===== config.mk =====
export PLATFORM = sky130hd
export DESIGN_NAME = mul_rpt_add_ctrl
export DESIGN_NICKNAME = d
export VERILOG_FILES = /design/src/rtl/mul_rpt_add_ctrl_pkg.sv /design/src/rtl/mul_iter_cnt.sv /design/src/rtl/mul_rpt_add_ctrl.sv
export SDC_FILE = /design/constraint.sdc
export NUM_CORES = 1
export LEC_CHECK = 0
export CAP_MARGIN = 20
export CORE_MARGIN = 2
export CORE_UTILIZATION = 55
export CTS_BUF_LIST = sky130_fd_sc_hd__clkbuf_4 sky130_fd_sc_hd__clkbuf_8
export CTS_CLUSTER_SIZE = 10
export DETAILED_ROUTE_END_ITERATION = 10
export GPL_TIMING_DRIVEN = 0
export PLACE_DENSITY_LB_ADDON = 0.25
export REMOVE_ABC_BUFFERS = 1
export SLEW_MARGIN = 15
export SYNTH_ARGS = -nofsm -noshare
export SYNTH_HDL_FRONTEND = slang
export SYNTH_SLANG_ARGS = --single-unit

===== constraint.sdc =====
create_clock -name clk -period 2.05 [get_ports clk]
set_input_delay 0.41 -clock clk [delete_from_list [all_inputs] [get_ports clk]]
set_output_delay 0.41 -clock clk [all_outputs]
set_load 0.02 [all_outputs]

===== src/rtl/mul_rpt_add_ctrl_pkg.sv =====
// ============================================================================
// Module      : mul_rpt_add_ctrl_pkg
// Description : Shared state encoding and default sizing for the
//               repeated-addition multiplier controller.
// Revision    : 1.0 - initial release
// ============================================================================
`default_nettype none

package mul_rpt_add_ctrl_pkg;

    localparam int unsigned c_cnt_w    = 16;
    localparam int unsigned c_max_iter = 65535;

    typedef enum logic [2:0] {
        ST_IDLE   = 3'd0,
        ST_LOAD_A = 3'd1,
        ST_LOAD_B = 3'd2,
        ST_CHECK  = 3'd3,
        ST_ADD    = 3'd4,
        ST_DONE   = 3'd5,
        ST_ERR    = 3'd6
    } state_t;

endpackage

`default_nettype wire


===== src/rtl/mul_iter_cnt.sv =====
// ============================================================================
// Module      : mul_iter_cnt
// Description : Saturating iteration counter with synchronous clear and a
//               terminal-count flag at MAX_ITER.
// Revision    : 1.0 - initial release
// ============================================================================
`default_nettype none

module mul_iter_cnt
    import mul_rpt_add_ctrl_pkg::*;
#(
    parameter int CNT_W    = c_cnt_w,
    parameter int MAX_ITER = c_max_iter
) (
    input  logic clk,
    input  logic rst,
    input  logic i_clr,
    input  logic i_en,
    output logic o_tc
);

    localparam logic [CNT_W-1:0] c_term = CNT_W'(MAX_ITER);

    logic [CNT_W-1:0] r_cnt;
    logic             w_tc;

    assign w_tc = (r_cnt == c_term);
    assign o_tc = w_tc;

    // Holds at the terminal value instead of wrapping back to zero.
    always_ff @(posedge clk) begin
        if (rst || i_clr) begin
            r_cnt <= '0;
        end else if (i_en && !w_tc) begin
            r_cnt <= r_cnt + 1'b1;
        end
    end

endmodule

`default_nettype wire


===== src/rtl/mul_rpt_add_ctrl.sv =====
// ============================================================================
// Module      : mul_rpt_add_ctrl
// Description : Moore controller sequencing a repeated-addition multiplier
//               datapath, with an iteration watchdog for a stuck zero flag.
// Revision    : 1.0 - initial release
// ============================================================================
`default_nettype none

module mul_rpt_add_ctrl
    import mul_rpt_add_ctrl_pkg::*;
#(
    parameter int CNT_W    = c_cnt_w,
    parameter int MAX_ITER = c_max_iter
) (
    input  logic clk,
    input  logic rst,
    input  logic start,
    input  logic eqz,
    output logic ldA,
    output logic ldB,
    output logic clrP,
    output logic ldP,
    output logic decB,
    output logic busy,
    output logic done,
    output logic err
);

    state_t r_state;
    state_t w_nxt;
    logic   w_tc;

    mul_iter_cnt #(
        .CNT_W    (CNT_W),
        .MAX_ITER (MAX_ITER)
    ) u_iter_cnt (
        .clk   (clk),
        .rst   (rst),
        .i_clr (r_state == ST_LOAD_B),
        .i_en  (r_state == ST_ADD),
        .o_tc  (w_tc)
    );

    always_ff @(posedge clk) begin
        if (rst) begin
            r_state <= ST_IDLE;
        end else begin
            r_state <= w_nxt;
        end
    end

    // eqz takes priority so B == MAX_ITER still completes without error.
    always_comb begin
        w_nxt = r_state;
        case (r_state)
            ST_IDLE:   if (start) w_nxt = ST_LOAD_A;
            ST_LOAD_A: w_nxt = ST_LOAD_B;
            ST_LOAD_B: w_nxt = ST_CHECK;
            ST_CHECK: begin
                if (eqz) begin
                    w_nxt = ST_DONE;
                end else if (w_tc) begin
                    w_nxt = ST_ERR;
                end else begin
                    w_nxt = ST_ADD;
                end
            end
            ST_ADD:    w_nxt = ST_CHECK;
            ST_DONE:   w_nxt = ST_IDLE;
            ST_ERR:    w_nxt = ST_IDLE;
            default:   w_nxt = ST_IDLE;
        endcase
    end

    always_comb begin
        ldA  = 1'b0;
        ldB  = 1'b0;
        clrP = 1'b0;
        ldP  = 1'b0;
        decB = 1'b0;
        done = 1'b0;
        err  = 1'b0;
        busy = (r_state != ST_IDLE);
        case (r_state)
            ST_LOAD_A: ldA = 1'b1;
            ST_LOAD_B: begin
                ldB  = 1'b1;
                clrP = 1'b1;
            end
            ST_ADD: begin
                ldP  = 1'b1;
                decB = 1'b1;
            end
            ST_DONE:   done = 1'b1;
            ST_ERR: begin
                done = 1'b1;
                err  = 1'b1;
            end
            default: ;
        endcase
    end

endmodule

`default_nettype wire


Word level (Yosys, flattened, before mapping)
Cells that the tools add are included.
- flip-flop bits (word level): 19
- bits of input ports: 4
- output and inout port bits: 8
- logic and storage cells: 27
- $add $sub $neg: 1
- eq/ne operators: 8
- multiplexer cells: 9
- reductions and logical operators: 7
- operators by type and width (kind ; count):
    adder 16 x 1 -> 16 bit, second input constant ; 1
    == test 16 bit, second input constant ; 1
    case mux 3 bit (4 select lines) ; 1
    == test 3 bit, second input constant ; 3
    == test 3 x 2 -> 1 bit, second input constant ; 2
    2-to-1 mux 1 bit ; 5
    2-to-1 mux 2 bit ; 2
    OR reduction 2 bit ; 2
    == test 3 x 1 -> 1 bit, second input constant ; 1
    zero test 3 bit ; 1
    2-to-1 mux 3 bit ; 1
    nonzero test 3 bit ; 1
    != test 2 bit, second input constant ; 1
    logical AND 1 bit ; 1
    zero test 1 bit ; 1
    logical OR 1 bit ; 1

Depth between registers and ports, before layout
- word-level depth: 4
- mapped depth: 7
- gate-level depth less buffers: 5

Modules after synthesis
A second synthesis with hierarchy kept.
- cells, all modules: 121
- area, all modules: 1059.8 um2
- modules (own cells, without submodules) (module ; times used ; cells each ; area an instance (um2)):
    mul_iter_cnt ; 1 ; 97 ; 835.8
    mul_rpt_add_ctrl ; 1 ; 24 ; 224.0

Worst setup path after synthesis
No wires, ideal clock.
- path type: register -> register
- from: register r_state[0]
- to: register u_iter_cnt.r_cnt[10]
- setup time: 0.128 ns
- data arrival time: 1.826 ns
- required time: 1.922 ns
- slack: 0.096 ns
- stages on the path, launching flop included: 7
- period minus slack after synthesis: 1.954 ns
- cell sequence: dfxtp_1 > buf_6 > nor3b_1 > or2_2 > clkbuf_1 > clkbuf_1 > nor2_1
- longest elaborated chain between the ends: 2
- elaborated cells on any way between the ends: 4
- classes of those cells: 2 x eq/ne; 2 x reduce/logical
- ends and longest elaborated chain (item ; line ; RTL):
    from (decl) ; mul_rpt_add_ctrl.sv:29 ; state_t r_state;
    from (signal assigned) ; mul_rpt_add_ctrl.sv:48 ; r_state <= w_nxt;
    == test 3 bit or == test 3 x 2 -> 1 bit (tied branches) ; mul_rpt_add_ctrl.sv:40, mul_rpt_add_ctrl.sv:39 ;
    logical AND 1 bit or logical OR 1 bit (tied branches) ; mul_iter_cnt.sv:34, mul_iter_cnt.sv:32 ;
    to (signal assigned) ; mul_iter_cnt.sv:35 ; r_cnt <= r_cnt + 1'b1;
    to (decl) ; mul_iter_cnt.sv:24 ; logic [CNT_W-1:0] r_cnt;
Parallel ways exist; a longest one is shown, timed or not.
A chain may end at the register's enable or synchronous reset.

Worst setup path after layout
- from: register r_state[2]
- to: output decB
- longest elaborated chain between the ends: 2
- ends and longest elaborated chain (item ; line ; RTL):
    == test 3 bit ; mul_rpt_add_ctrl.sv:84 ; case (r_state)
    2-to-1 mux 1 bit ; mul_rpt_add_ctrl.sv:84 ;
    to (decl) ; mul_rpt_add_ctrl.sv:23 ; output logic decB,
Every way passes these cells.

==> results.md <==
* Synth Register Bits at 19
* Final Util at between 60% and 70%
* CP peak stage delay at between 0.4 and 0.5 ns
* Fmax at around 0.51 GHz
* Area taken by multi-input logic gates at between 600 and 700 um^2
* Cells along the critical path: or3b_4 -> clkinv_4 -> dlygate4sd2_1
* Final Hold Viols at 0
* Die Wd at 48.72 um
* Post-synth ARST share at 0%
* Cell variety after synth at 40
* Setup crit start kind: flip-flop
* Die height at between 40 and 50 um
* Filler cells at roughly 190
* Max stage delay cell, worst path: or3b_4
* Commonest non-fill, non-tap cell in the layout: dfxtp_1
* Status: finished clean
* Pins Over Slew Limit at 0
* Seq. cell area at 386.6 um^2
* Sequential share of power at between 50% and 60%
* Setup_tns at 0 ns
* ANT cells at 0
* Vias/cell at roughly 6.1
* WL/cell at 14.34 um
* Cells after synthesis at roughly 120
* Detailed placer's ending HPWL at 1547 um
* Type of the worst setup path: reg -> out
* Clock sinks at 19
* Total global-route track usage at 21.82%
* CP top delay family: buffers and inverters
* Setup crit end kind: output port
* Routed Wire Length at approximately 2300 um
* Vias at 987
* Post-synth EDFFs at 0
* Worst setup path start: r_state[2]
* # nets final at 140
* Setup Skew at approximately 0.0046 ns
* Power Internal at 0.0004943 W
* HP Class: reg -> reg
* Worst-Margin Slew at about 0.47 ns
* Worst-path fanout max at 10
* Clock Path Buffers at 2
* LEAKAGE at between 0.4 and 0.5 nW
* Final setup violation count at 0
* RSZ-0062 raised after global routing: no
* Cell row count at 16
* Reg2reg start: u_iter_cnt.r_cnt[0]
* Worst EP required at ~1.6 ns
* Port buffer count at 11
* Max Cap Violations at 0
* Main synth FF type: dfxtp_1
* Num ports at 12
* Starting DRC count in detailed routing at 14
* Total power at roughly 0.00067 W
* Fin crit period at approximately 2 ns
* Root buf cell: clkbuf_4
* Final std cell area, no fill at about 1200 um^2
* DRT Pass-1 Iters at 4
* P per Cell Area at 543.1 nW/um^2
* DIE AREA at 2373 um^2
* Net Sw Frac at a little over a quarter
* Yosys warning total at 0
* Dpl cell area at 1172 um^2
* Num CTS Buffers at 3
* CTS tree: built
* Area share of the largest cell type after synthesis at 34.58%
* Clock share of power at a little under a third
* Logic pwr share at a little over a tenth
* Vias in the first global route at ~960
* Pin count of the biggest net entering global routing at 15
* Clk_lat worst skew at 0.30 ns
* Routability cong. at 0.8666
* Post-DRT Antenna Nets at 0
* Min-delay src: r_state[2]
* Cell Area, Synth at 1100 um^2
* Pre-CTS WS at -0.08320 ns
* Period utilization at 96.37%
* Ranking of synthesized cells by area: dfxtp_1, a21oi_1, or3_1
* Post-synth top area cell: dfxtp_1
* Detailed-route DRC error count at 0
* Layout cells sized above 1 at around 15%
* Clk pin slew, worst setup/hold paths at 0.11 ns
* Switching power at between 0.00015 and 0.0002 W
* Worst rel slew slack at between 60% and 70%
* Starting Density at 57.23%
* Sequential area share after synthesis at between 30% and 40%
* Initial antenna violation count at 0
* Setup ws final at between 0.07 and 0.08 ns
* Core area at about 1900 um^2
* Peak supply drop at approximately 0.42 mV
* First-pass GRT wire length at between 4000 and 5000 um
* Crit path buf inv count at 2
* WP data arrival at ~1.6 ns
* Synthesized area per cell at a little under 9 um^2
* Most frequent cells in the layout: dfxtp_1, a21oi_1, nand2_1
* GR Overflow Total at 0
* Area Overhead vs Synth at 12.29%
* H-tree depth at 1
[path summary, 6_finish.rpt]
path                              end  slack, ns  cells after the start
setup / recovery                 decB       0.07                      3
hold / removal             r_state[2]       0.50                      1
hold reg to reg            r_state[2]       0.50                      1
setup reg to reg  u_iter_cnt.r_cnt[6]       0.12                      5
[through the flow]
step | hold WS [ns] | cells
5_1_grt | 0.5174 | 161
3_3_place_gp | 0.4795 | 153
6_report | 0.4978 | 161
4_1_cts | 0.5259 | 161
3_5_place_dp | 0.5116 | 153
2_1_floorplan | 0.4675 | 115
[layer usage]
layer / track usage (%) / wire (um) / vias up
li1: - / - / 495
met1: 26.56 / 1051 / 466
met2: 36.99 / 1126 / 20
met3: 3.086 / 73 / 6
met4: 11.90 / 57 / 0
met5: 0 / 0 / -
[power by group through the flow]
stage / Clock (W) / Sequential, W / Combinational [W]
after global routing: 0.000231 / 0.000390 / 0.0000797
after CTS: 0.000214 / 0.000388 / 0.0000734
after global placement: 0 / 0.000394 / 0.0000781
after floorplan: 0 / 0.000392 / 0.0000452
final: 0.000211 / 0.000387 / 0.0000725
after detailed placement: 0 / 0.000395 / 0.0000793
[kinds of logic (layout without fill, tap and decap cells)]
kind of cell / count (synthesis) / count (layout) / synth area share, %
DFF: 19 / 19 / 34.58
adders and majority gates: 1 / 1 / 1.137
buffers and inverters: 13 / 23 / 8.305
muxes: 1 / 1 / 0.9102
xor gates and xnor gates: 1 / 1 / 0.7965
AOI/OAI and AO/OA: 32 / 32 / 17.75
and+or+nand+nor: 57 / 57 / 36.52
[final cells by class]
class / instances / share of cell area [%]
Tap cell: 27 / 2.736
Clock buffer: 4 / 2.432
Timing Repair Buffer: 15 / 10.64
Sequential cell: 19 / 31.31
Inverter: 4 / 1.621
Multi-Input combinational cell: 92 / 51.27
[what timing repair did]
item | 4_1_cts | 5_1_grt
gates cloned | 0 | 0
pin swaps | 2 | 0
setup buffers | 4 | 0
hold buffers | 0 | 0
gates resized for setup | 11 | 1
setup endpoints to repair | 18 | 2
[synthesized netlist by cell type (2+ instances only)]
library cell / instances
nand3_1: 2
buf_6: 3
o31ai_1: 3
nand2_1: 10
a211oi_1: 2
and4_1: 5
o211ai_1: 2
nor3_1: 7
nor3b_1: 2
o21ai_0: 8
buf_4: 4
dfxtp_1: 19
inv_1: 3
or4_1: 2
nor2_1: 3
a21oi_1: 12
nand4_1: 5
clkbuf_1: 2
or3_1: 8
and3_1: 2
[flip-flops by register name, indices dropped and copies added (netlist names)]
register	cells
u_iter_cnt.r_cnt	16
r_state	3
[worst register-to-register path: stages (launching register included)]
cell and delay (ns):
dfxtp_1 0.40, ha_1 0.19, nand3_1 0.34, or2_1 0.39, or4_1 0.41, a21oi_1 0.15
Note: power is estimated with default switching activity, not from simulation.
